File: src/rtl/jet_pkg.sv
// rtl/jet_pkg.sv - shared jet word fields, trailer layout and sorter state encoding
package jet_pkg;
    localparam int JET_DW       = 32;
    localparam int JET_PT_MSB   = 31;
    localparam int JET_PT_LSB   = 20;
    localparam int JET_ETA_MSB  = 19;
    localparam int JET_ETA_LSB  = 15;
    localparam int JET_PHI_MSB  = 14;
    localparam int JET_PHI_LSB  = 10;
    localparam int JET_NTRK_MSB = 9;
    localparam int JET_NTRK_LSB = 5;

    localparam logic [JET_DW-1:0] EOE_MARKER = '0;

    localparam int TRL_EV_LSB   = 16;
    localparam int TRL_JCNT_LSB = 8;
    localparam int TRL_DCNT_LSB = 0;
    localparam int CNT_W        = 8;

    typedef enum logic [1:0] {
        ST_COLLECT = 2'd0,
        ST_FLUSH   = 2'd1,
        ST_TRAILER = 2'd2
    } state_t;
endpackage

File: src/rtl/jet_topn_sorter_if.sv
// rtl/jet_topn_sorter_if.sv - jet input stream and sorted output stream bundle
interface jet_topn_sorter_if #(
    parameter int DW = 32
);
    logic [DW-1:0] jet_in;
    logic          vld_in;
    logic          rdy_out;
    logic [DW-1:0] dout;
    logic          vld_out;
    logic          rdy_in;
    logic          last_out;

    modport slave  (input jet_in, vld_in, rdy_in, output rdy_out, dout, vld_out, last_out);
    modport master (output jet_in, vld_in, rdy_in, input rdy_out, dout, vld_out, last_out);
endinterface

File: src/rtl/jet_sort_slot.sv
// rtl/jet_sort_slot.sv - one rank of the insertion sorter: stored jet plus pT comparator
module jet_sort_slot #(
    parameter int DW     = 32,
    parameter int PT_MSB = 31,
    parameter int PT_LSB = 20
) (
    input  logic          i_clk,
    input  logic          i_rst_n,
    input  logic          i_en,
    input  logic          i_clr,
    input  logic [DW-1:0] i_cand,
    input  logic [DW-1:0] i_upper,
    input  logic          i_upper_vld,
    input  logic          i_ins,
    input  logic          i_shift,
    output logic          o_beats,
    output logic          o_vld,
    output logic [DW-1:0] o_jet
);
    logic          r_vld;
    logic [DW-1:0] r_jet;

    // Strict compare keeps the earlier of two equal-pT jets in the higher rank.
    assign o_beats = !r_vld || (i_cand[PT_MSB:PT_LSB] > r_jet[PT_MSB:PT_LSB]);
    assign o_vld   = r_vld;
    assign o_jet   = r_jet;

    always_ff @(posedge i_clk or negedge i_rst_n) begin
        if (!i_rst_n) begin
            r_vld <= 1'b0;
            r_jet <= '0;
        end else if (i_clr) begin
            r_vld <= 1'b0;
            r_jet <= '0;
        end else if (i_en) begin
            if (i_shift) begin
                r_vld <= i_upper_vld;
                r_jet <= i_upper;
            end else if (i_ins) begin
                r_vld <= 1'b1;
                r_jet <= i_cand;
            end
        end
    end
endmodule

File: src/rtl/jet_topn_sorter.sv
// rtl/jet_topn_sorter.sv - keeps the NSLOT highest-pT jets per event and flushes them plus a trailer
module jet_topn_sorter
    import jet_pkg::*;
#(
    parameter int NSLOT  = 4,
    parameter int DW     = 32,
    parameter int PT_MSB = 31,
    parameter int PT_LSB = 20,
    parameter int EVW    = 12
) (
    input  logic              s_clk,
    input  logic              reset_n,
    jet_topn_sorter_if.slave  bus
);
    localparam int IW = (NSLOT > 1) ? $clog2(NSLOT) : 1;

    state_t           r_state;
    logic [IW-1:0]    r_idx;
    logic             r_rdy;
    logic             r_vld;
    logic             r_last;
    logic [DW-1:0]    r_dout;
    logic [CNT_W-1:0] r_jet_cnt;
    logic [CNT_W-1:0] r_drop_cnt;
    logic [EVW-1:0]   r_ev_num;

    logic [NSLOT-1:0] w_beats;
    logic [NSLOT-1:0] w_slot_vld;
    logic [NSLOT-1:0] w_ins;
    logic [NSLOT-1:0] w_shift;
    logic [DW-1:0]    w_slot_jet [NSLOT];
    logic [DW-1:0]    w_emit     [NSLOT];
    logic             w_jet_xfer;
    logic             w_mark_xfer;
    logic             w_out_xfer;
    logic             w_clr;
    logic [IW-1:0]    w_next_idx;
    logic [DW-1:0]    w_trailer;

    assign w_jet_xfer  = bus.vld_in && r_rdy && (bus.jet_in != EOE_MARKER);
    assign w_mark_xfer = bus.vld_in && r_rdy && (bus.jet_in == EOE_MARKER);
    assign w_out_xfer  = r_vld && bus.rdy_in;
    assign w_clr       = (r_state == ST_TRAILER) && w_out_xfer;
    assign w_next_idx  = r_idx + 1'b1;
    assign w_trailer   = {{(DW-EVW-2*CNT_W){1'b0}}, r_ev_num, r_jet_cnt, r_drop_cnt};

    // Slots are kept sorted, so the beat flags are monotone: the insert point is
    // the first set flag and every slot below it takes its upper neighbour.
    for (genvar k = 0; k < NSLOT; k++) begin : g_slot
        logic [DW-1:0] w_up;
        logic          w_up_vld;
        if (k == 0) begin : g_top
            assign w_shift[k] = 1'b0;
            assign w_up       = '0;
            assign w_up_vld   = 1'b0;
        end else begin : g_mid
            assign w_shift[k] = w_beats[k-1];
            assign w_up       = w_slot_jet[k-1];
            assign w_up_vld   = w_slot_vld[k-1];
        end
        assign w_ins[k]  = w_beats[k] && !w_shift[k];
        assign w_emit[k] = w_slot_vld[k] ? w_slot_jet[k] : '0;

        jet_sort_slot #(.DW(DW), .PT_MSB(PT_MSB), .PT_LSB(PT_LSB)) u_slot (
            .i_clk       (s_clk),
            .i_rst_n     (reset_n),
            .i_en        (w_jet_xfer),
            .i_clr       (w_clr),
            .i_cand      (bus.jet_in),
            .i_upper     (w_up),
            .i_upper_vld (w_up_vld),
            .i_ins       (w_ins[k]),
            .i_shift     (w_shift[k]),
            .o_beats     (w_beats[k]),
            .o_vld       (w_slot_vld[k]),
            .o_jet       (w_slot_jet[k])
        );
    end

    assign bus.rdy_out  = r_rdy;
    assign bus.dout     = r_dout;
    assign bus.vld_out  = r_vld;
    assign bus.last_out = r_last;

    always_ff @(posedge s_clk or negedge reset_n) begin
        if (!reset_n) begin
            r_state    <= ST_COLLECT;
            r_idx      <= '0;
            r_rdy      <= 1'b0;
            r_vld      <= 1'b0;
            r_last     <= 1'b0;
            r_dout     <= '0;
            r_jet_cnt  <= '0;
            r_drop_cnt <= '0;
            r_ev_num   <= '0;
        end else begin
            case (r_state)
                ST_COLLECT: begin
                    r_rdy <= 1'b1;
                    if (w_jet_xfer) begin
                        if (r_jet_cnt != '1) r_jet_cnt <= r_jet_cnt + 1'b1;
                        // A full bottom slot means some jet falls off, inserted or not.
                        if (w_slot_vld[NSLOT-1] && (r_drop_cnt != '1))
                            r_drop_cnt <= r_drop_cnt + 1'b1;
                    end
                    if (w_mark_xfer) begin
                        r_rdy   <= 1'b0;
                        r_state <= ST_FLUSH;
                        r_idx   <= '0;
                        r_dout  <= w_emit[0];
                        r_vld   <= 1'b1;
                        r_last  <= 1'b0;
                    end
                end
                ST_FLUSH: begin
                    if (w_out_xfer) begin
                        if (r_idx == IW'(NSLOT-1)) begin
                            r_state <= ST_TRAILER;
                            r_dout  <= w_trailer;
                            r_last  <= 1'b1;
                        end else begin
                            r_idx  <= w_next_idx;
                            r_dout <= w_emit[w_next_idx];
                        end
                    end
                end
                ST_TRAILER: begin
                    if (w_out_xfer) begin
                        r_state    <= ST_COLLECT;
                        r_rdy      <= 1'b1;
                        r_vld      <= 1'b0;
                        r_last     <= 1'b0;
                        r_dout     <= '0;
                        r_jet_cnt  <= '0;
                        r_drop_cnt <= '0;
                        r_ev_num   <= r_ev_num + 1'b1;
                    end
                end
                default: r_state <= ST_COLLECT;
            endcase
        end
    end
endmodule

File: src/flat_wrapper.sv
// flat-port wrapper written by rule: the top's interface ports become plain ports
module jet_topn_sorter_flat import jet_pkg::*;
#(
    parameter int NSLOT  = 4,
    parameter int DW     = 32,
    parameter int PT_MSB = 31,
    parameter int PT_LSB = 20,
    parameter int EVW    = 12
)
  (s_clk, reset_n, bus_jet_in, bus_vld_in, bus_rdy_in, bus_rdy_out, bus_dout, bus_vld_out, bus_last_out);
  jet_topn_sorter_if #(.DW(DW)) bus_i ();
  input  logic s_clk;
  input  logic reset_n;
  input wire logic [$bits(bus_i.jet_in)-1:0] bus_jet_in;
  input wire logic [$bits(bus_i.vld_in)-1:0] bus_vld_in;
  input wire logic [$bits(bus_i.rdy_in)-1:0] bus_rdy_in;
  output wire logic [$bits(bus_i.rdy_out)-1:0] bus_rdy_out;
  output wire logic [$bits(bus_i.dout)-1:0] bus_dout;
  output wire logic [$bits(bus_i.vld_out)-1:0] bus_vld_out;
  output wire logic [$bits(bus_i.last_out)-1:0] bus_last_out;
  assign bus_i.jet_in = bus_jet_in;
  assign bus_i.vld_in = bus_vld_in;
  assign bus_i.rdy_in = bus_rdy_in;
  assign bus_rdy_out = bus_i.rdy_out;
  assign bus_dout = bus_i.dout;
  assign bus_vld_out = bus_i.vld_out;
  assign bus_last_out = bus_i.last_out;
  jet_topn_sorter #(.NSLOT(NSLOT), .DW(DW), .PT_MSB(PT_MSB), .PT_LSB(PT_LSB), .EVW(EVW)) u_core (.s_clk(s_clk), .reset_n(reset_n), .bus(bus_i));
endmodule
File: config.mk
export PLATFORM = sky130hd
export DESIGN_NAME = jet_topn_sorter_flat
export DESIGN_NICKNAME = d
export VERILOG_FILES = /design/src/rtl/jet_pkg.sv /design/src/rtl/jet_topn_sorter_if.sv /design/src/rtl/jet_sort_slot.sv /design/src/rtl/jet_topn_sorter.sv /design/src/flat_wrapper.sv
export SDC_FILE = /design/constraint.sdc
export NUM_CORES = 1
export LEC_CHECK = 0
export BUFFER_PORTS_ARGS = -buffer_cell sky130_fd_sc_hd__buf_2
export CAP_MARGIN = 30
export CORE_ASPECT_RATIO = 0.5
export CORE_UTILIZATION = 35
export CTS_CLUSTER_DIAMETER = 30
export CTS_CLUSTER_SIZE = 25
export DETAILED_ROUTE_END_ITERATION = 8
export SLEW_MARGIN = 10
export SYNTH_ARGS = -nofsm -noshare
export SYNTH_HDL_FRONTEND = slang
export SYNTH_SLANG_ARGS = --single-unit
File: constraint.sdc
create_clock -name s_clk -period 3.7 [get_ports s_clk]
set_input_delay 0.185 -clock s_clk [delete_from_list [all_inputs] [get_ports s_clk]]
set_output_delay 0.185 -clock s_clk [all_outputs]
set_load 0.1 [all_outputs]
==> results.py, run 1 <==
metrics = {
    "logic_synthesis": {
        "synth_top_cell_area_share": 0.4299,
        "async_reset_ff_frac": 1.000,
        "syn-num-nets": 1373,
        "yosysMostFrequentCell": "dfrtp_1",
        "ys_warn_count": 0,
        "yosys.area.top_type": "dfrtp_1",
        "synthTopCellsByCount": "dfrtp_1, a21oi_1, nand2_1",
        "netlist_area_um2": 11580,
        "synthFlopType": "dfrtp_1",
        "synth-edff-count": 0,
        "syn_inst": 1281,
        "ys_types": 53,
        "yosysSeqAreaShare": 0.4299,
        "synth_area_leaders": "dfrtp_1, a21oi_1, mux2i_1, ha_1, a211oi_1",
        "syn_area_per_cell_um2": 9.043,
        "ys_seq_elements": 199,
    },
    "worst_setup_path": {
        "timing.critical_path.from": "u_core.g_slot[2].u_slot.o_jet[25]",
        "cp-start-kind": "flip-flop",
        "reg2reg_setup_slack_ps": 600,
        "crit_family": "compound AO/OA/AOI/OAI gates",
        "cpMaxStageDelayCell": "o41a_1",
        "r2r_cells": 10,
        "worstSetupPathType": "reg2reg",
        "crit_required_ps": 4070,
        "cpPeakStageDelay_ps": 690,
        "cp.depth": 10,
        "crit_buf_inv": 2,
        "r2r-end": "u_core.g_slot[3].u_slot.o_jet[20]",
        "critPathCapture": "u_core.g_slot[3].u_slot.o_jet[20]",
        "cp-end-kind": "flip-flop",
        "worstPathArrival_ps": 3470,
        "regToRegStartpoint": "u_core.g_slot[2].u_slot.o_jet[25]",
        "crit_chain": "inv_1, ha_1, a211oi_1, nor2_1, nor2_1, o41a_1, nand2_1, o22ai_2, buf_12, o2bb2ai_1",
        "worstPathMaxFanout": 26,
        "critPathMostFrequentCell": "nor2_1",
    },
    "floorplan": {
        "dieArea_um2": 33870,
        "num_rows": 46,
        "core_area_um2": 32120,
        "ios": 71,
        "initial_utilization": 0.3607,
        "die_x_um": 259.3,
        "die_h_um": 130.6,
    },
    "global_routing": {
        "grt_max_degree": 104,
        "grt_first_pass_wirelength_um": 59990,
        "track_usage": 0.2309,
        "antenna_found_initial": 0,
        "grt_overflow": 0,
        "grt_pass1_vias": 10420,
    },
    "clock_tree": {
        "htreeDepth": 4,
        "cts-buffers-inserted": 17,
        "clkSinkCount": 199,
        "cts_tree": "built",
        "post_cts_buffers": 0,
        "worstSkewPairLatency_ps": 460,
        "cts_buffer_depth": 2,
        "clk_pin_slew_ps": 70,
        "ctsRootBufferMaster": "clkbuf_16",
    },
    "power": {
        "ir_drop_mv": 0.4121,
        "p_leak_uw": 0.005697,
        "powerDensity_nw_per_um2": 698.7,
    },
    "timing": {
        "layout_worst_path_cycle_share": 0.8365,
        "hold_viol_final": 0,
        "fmax_mhz": 323.1,
        "holdWs_ps": 17.76,
        "max-slew-margin-rel": 0.3695,
        "setup_viol": 0,
        "min_period_ps": 3095,
        "slew_violations": 0,
        "fin_skew_ps": 9.886,
        "rsz0062_at_grt": "false",
        "finalSetupTns_ps": 0,
        "tightest_slew_ps": 945.7,
    },
    "run_status": {
        "run_status": "finished clean",
    },
    "layout": {
        "drive_above_1_share": 0.1233,
        "multi_input_area_um2": 6041,
        "syn2layout_area_growth_pct": 12.94,
        "nets": 1403,
        "seqCellArea_um2": 4980,
        "num_antenna_cells": 0,
        "design_area_um2": 13080,
        "n_fill_cell": 3180,
    },
    "placed_design": {
        "postPlaceCellArea_um2": 12430,
        "hpwl_um": 25010,
        "numPortBuffers": 70,
        "gp_congestion": 0.8879,
    },
    "detailed_routing": {
        "via_per_inst": 5.905,
        "drt_pass1_iterations": 6,
        "drt-total-wl_um": 37840,
        "route.detailed.drc": 0,
        "wl_per_cell_um": 21.57,
        "initialDrtViolationCount": 1028,
        "via_count": 10360,
        "drtAntennaViolNets": 0,
    },
    "worst_hold_path": {
        "hold_path.class": "in2reg",
    },
    "job": {
        "max-cap-violations": 0,
    },
}
[worst reg2reg max path, stage by stage, from the launching register on]
cell,delay (ps)
dfrtp_1,380
inv_1,90
ha_1,300
a211oi_1,250
nor2_1,80
nor2_1,100
o41a_1,690
nand2_1,180
o22ai_2,500
buf_12,270
o2bb2ai_1,160
[area by class of cell]
type	count	area share
well taps	432	0.04132
clock inverters	9	0.008990
repair buffers	109	0.05824
inverters	51	0.01463
flip-flops and latches	199	0.3806
clock buffers	21	0.03443
multi-input cells	933	0.4617
[worst min path at each step]
stage                                             endpoint  slack (ps)           from  cells after the start
final                     u_core.g_slot[0].u_slot.o_jet[3]          20  bus_jet_in[3]                      3
after global routing      u_core.g_slot[0].u_slot.o_jet[3]          20  bus_jet_in[3]                      3
after CTS                 u_core.g_slot[0].u_slot.o_jet[3]           2  bus_jet_in[3]                      3
after detailed placement  u_core.g_slot[0].u_slot.o_jet[3]         370        reset_n                      1
after global placement    u_core.g_slot[0].u_slot.o_jet[7]         360        reset_n                      1
after floorplan                         u_core.bus.dout[0]        -110        reset_n                      0
[power by group]
part | total [µW] | internal (µW) | switching, µW
combinational | 3640 | 1520 | 2120
sequential | 3590 | 2900 | 694
clock | 1910 | 1020 | 891
[per-layer routing]
layer  vias to the layer above  wire length [µm]  GRT usage
li1                       4736                 -          -
met1                      5149             16400     0.2990
met2                       384             17650     0.3755
met3                        88              2146    0.03356
met4                         0              1644     0.1291
met5                         -                 0          0
[flip-flops by register name, indices dropped and copies added, names as in the netlist]
name	cells
u_core.r_idx	2
u_core.r_drop_cnt	8
u_core.g_slot.u_slot.o_jet	128
u_core.bus.dout	32
u_core.r_jet_cnt	8
u_core.g_slot.u_slot.o_vld	4
u_core.r_ev_num	12
u_core.bus.rdy_out	1
u_core.r_state	2
u_core.bus.vld_out	1
u_core.bus.last_out	1
[placed cells by master, fill, tap and decap left out, types with 3 or more instances in the layout]
master,n
o21ai_0,77
o2bb2ai_1,32
ha_1,55
a22oi_1,36
buf_2,69
nand3_1,8
inv_1,51
nor4_1,4
dlygate4sd3_1,6
nor2_1,104
a31oi_1,4
clkbuf_16,17
xor2_1,5
nand2b_1,12
buf_4,26
nand4_1,14
a221oi_1,32
xnor2_1,6
clkbuf_1,3
a211oi_1,68
nor2b_1,4
dfrtp_1,199
buf_12,6
nor3_1,3
a21oi_1,172
mux2i_1,76
nand2_1,128
and3_1,8
a22o_1,3
o31ai_1,5
o21ai_1,24
o21ai_2,10
nor4_2,4
and2_1,5
[stage by stage]
step,total power [µW],setup slack [ps],cells,util
floorplan,5981,1155,1281,-
global placement,7067,687.2,1717,0.3869
detailed placement,7194,656.1,1717,0.3869
CTS,9114,634.1,1753,0.4065
global route,9734,388.1,1754,0.4074
finish,9141,605.0,1754,0.4074
[cell families after synthesis]
| group | count (synthesis) | synth area share |
|---|---|---|
| AOI/OAI and AO/OA | 481 | 0.2625 |
| muxes | 77 | 0.06665 |
| and+or+nand+nor | 308 | 0.1192 |
| DFF | 199 | 0.4299 |
| xor gates and xnor gates | 11 | 0.008317 |
| buffers and inverters | 149 | 0.05293 |
| adders and majority gates | 56 | 0.06049 |
[repair_timing]
action                                 4_1_cts  5_1_grt
endpoints found under the hold margin      104        0
hold buffers                                 6        0
gates resized for setup                      0        0
No activity file was read; power rests on OpenSTA's default activity.
==> run 2, diff against run 1 <==
clock period = 3.2 ns   (was 3.7 ns; I/O delays follow)
==> run 2 against run 1 <==
Compared with the run above:
- sequential cell count stayed put
- worst setup slack worse by 390 ps
- count of clock-buffer cells in the layout decreased by 1
- critical path depth unchanged
- clock skew up 4.8 ps
- die area is the same
- routed wire length shrank 6.7%
- combinational power grew 12%
- power up 15%
- largest cell class unchanged
- sequential share of layout area is 0.26 points lower
- via count shrank 1.1%
==> results.py, run 2 (synthesized netlist as in run 1, its figures left out) <==
metrics = {
    "detailed_routing": {
        "via_per_inst": 5.806,
        "drt-total-wl_um": 35320,
        "drtAntennaViolNets": 0,
        "wl_per_cell_um": 20.01,
        "via_count": 10250,
        "route.detailed.drc": 0,
        "drt_pass1_iterations": 5,
        "initialDrtViolationCount": 898,
    },
    "clock_tree": {
        "htreeDepth": 4,
        "cts_tree": "built",
        "cts-buffers-inserted": 17,
        "cts_buffer_depth": 2,
        "clk_pin_slew_ps": 80,
        "post_cts_buffers": 0,
        "cts_hold_buf": 16,
        "ctsResizeCount": 0,
        "ctsRootBufferMaster": "clkbuf_16",
        "worstSkewPairLatency_ps": 460,
        "clkSinkCount": 199,
    },
    "timing": {
        "hold_viol_final": 0,
        "max-slew-margin-rel": 0.4973,
        "rsz0062_at_grt": "false",
        "fin_skew_ps": 14.73,
        "fmax_mhz": 335.6,
        "layout_worst_path_cycle_share": 0.9313,
        "tightest_slew_ps": 754.1,
        "finalWorstSetupSlack_ps": 219.9,
        "finalSetupTns_ps": 0,
        "min_period_ps": 2980,
        "setup_viol": 0,
        "slew_violations": 0,
    },
    "power": {
        "powerDensity_nw_per_um2": 794.8,
        "ir_drop_mv": 0.5094,
        "p_leak_uw": 0.005735,
    },
    "global_routing": {
        "antenna_found_initial": 0,
        "grt_overflow": 0,
        "grt_pass1_vias": 9892,
        "track_usage": 0.2122,
        "grt_max_degree": 87,
        "grt_first_pass_wirelength_um": 55370,
    },
    "job": {
        "max-cap-violations": 0,
    },
    "layout": {
        "num_antenna_cells": 0,
        "drive_above_1_share": 0.1238,
        "syn2layout_area_growth_pct": 13.71,
        "nets": 1413,
        "n_fill_cell": 3204,
        "largest_register_ff_count": 128,
        "mostFrequentLayoutCell": "dfrtp_1",
        "mostFrequentLayoutCells": "dfrtp_1, a21oi_1, nand2_1, nor2_1, o21ai_0",
    },
    "floorplan": {
        "die_x_um": 259.3,
        "num_rows": 46,
        "die_h_um": 130.6,
        "initial_utilization": 0.3607,
        "dieArea_um2": 33870,
        "ios": 71,
        "core_area_um2": 32120,
    },
    "placed_design": {
        "numPortBuffers": 70,
        "dp_slack_ps": 226.4,
        "gp_congestion": 0.8835,
        "hpwl_um": 24140,
    },
    "worst_hold_path": {
        "hold_depth": 3,
        "hold_path.class": "in2reg",
    },
    "run_status": {
        "run_status": "finished clean",
    },
    "worst_setup_path": {
        "cp-end-kind": "flip-flop",
        "worstPathMaxFanout": 22,
        "worstPathArrival_ps": 3300,
        "r2r_cells": 10,
        "crit_required_ps": 3520,
        "worstSetupPathType": "reg2reg",
        "cp-start-kind": "flip-flop",
    },
}
## run 2: metrics by stage
stage | cell area, µm² | util | hold slack (ps) | power [µW] | instances
detailed placement | 12440 | 0.3874 | 273.8 | 8238 | 1718
global placement | 12440 | 0.3874 | 264.3 | 8066 | 1718
floorplan | 11580 | - | -135.6 | 6916 | 1281
CTS | 13170 | 0.4101 | 0.1265 | 10450 | 1765
finish | 13170 | 0.4101 | 5.942 | 10470 | 1765
global route | 13170 | 0.4101 | 5.736 | 11150 | 1765
## run 2: worst max-delay path, stage by stage (launching register included)
cell and delay (ps):
dfrtp_1 410, inv_1 60, ha_1 280, nor2b_1 130, o211ai_1 150, a211oi_1 110
o31ai_1 640, nand2_2 440, buf_12 310, mux2i_1 190, a21oi_1 90
## run 2: routing by layer
| metal | global-route usage | part of all wire | vias to the layer above |
|---|---|---|---|
| met5 | 0 | 0 | - |
| met4 | 0.08478 | 0.031 | 0 |
| met3 | 0.03742 | 0.049 | 73 |
| met2 | 0.3528 | 0.48 | 349 |
| met1 | 0.2768 | 0.44 | 5056 |
| li1 | - | - | 4769 |
## run 2: path summary, 6_finish.rpt
path,start,endpoint,slack [ps]
min in group asynchronous,reset_n,u_core.g_slot[2].u_slot.o_jet[3],300
worst max-delay path,u_core.g_slot[0].u_slot.o_jet[21],u_core.g_slot[1].u_slot.o_jet[5],220
worst min-delay path,bus_jet_in[15],u_core.g_slot[0].u_slot.o_jet[15],6
max in group asynchronous,reset_n,u_core.r_drop_cnt[3],1860
worst max register to register,u_core.g_slot[0].u_slot.o_jet[21],u_core.g_slot[1].u_slot.o_jet[5],220
worst min register to register,u_core.bus.dout[24],u_core.bus.dout[24],480
## run 2: layout make-up
type / instances / area, µm² / share of cell area
sequential: 199 / 4980 / 0.3781
clock buffer: 20 / 446.7 / 0.03391
inverter: 51 / 191.4 / 0.01453
clock inverter: 11 / 122.6 / 0.009309
tap: 432 / 540.5 / 0.04104
multi-input combinational: 933 / 6036 / 0.4582
timing repair buffer: 119 / 854.6 / 0.06488
## run 2: report_power, final
group,internal [µW],switching [µW],leakage (µW)
sequential,3350,827,0.00242
combinational,1770,2320,0.00304
clock,1170,1030,0.000281
total,6290,4180,0.00573
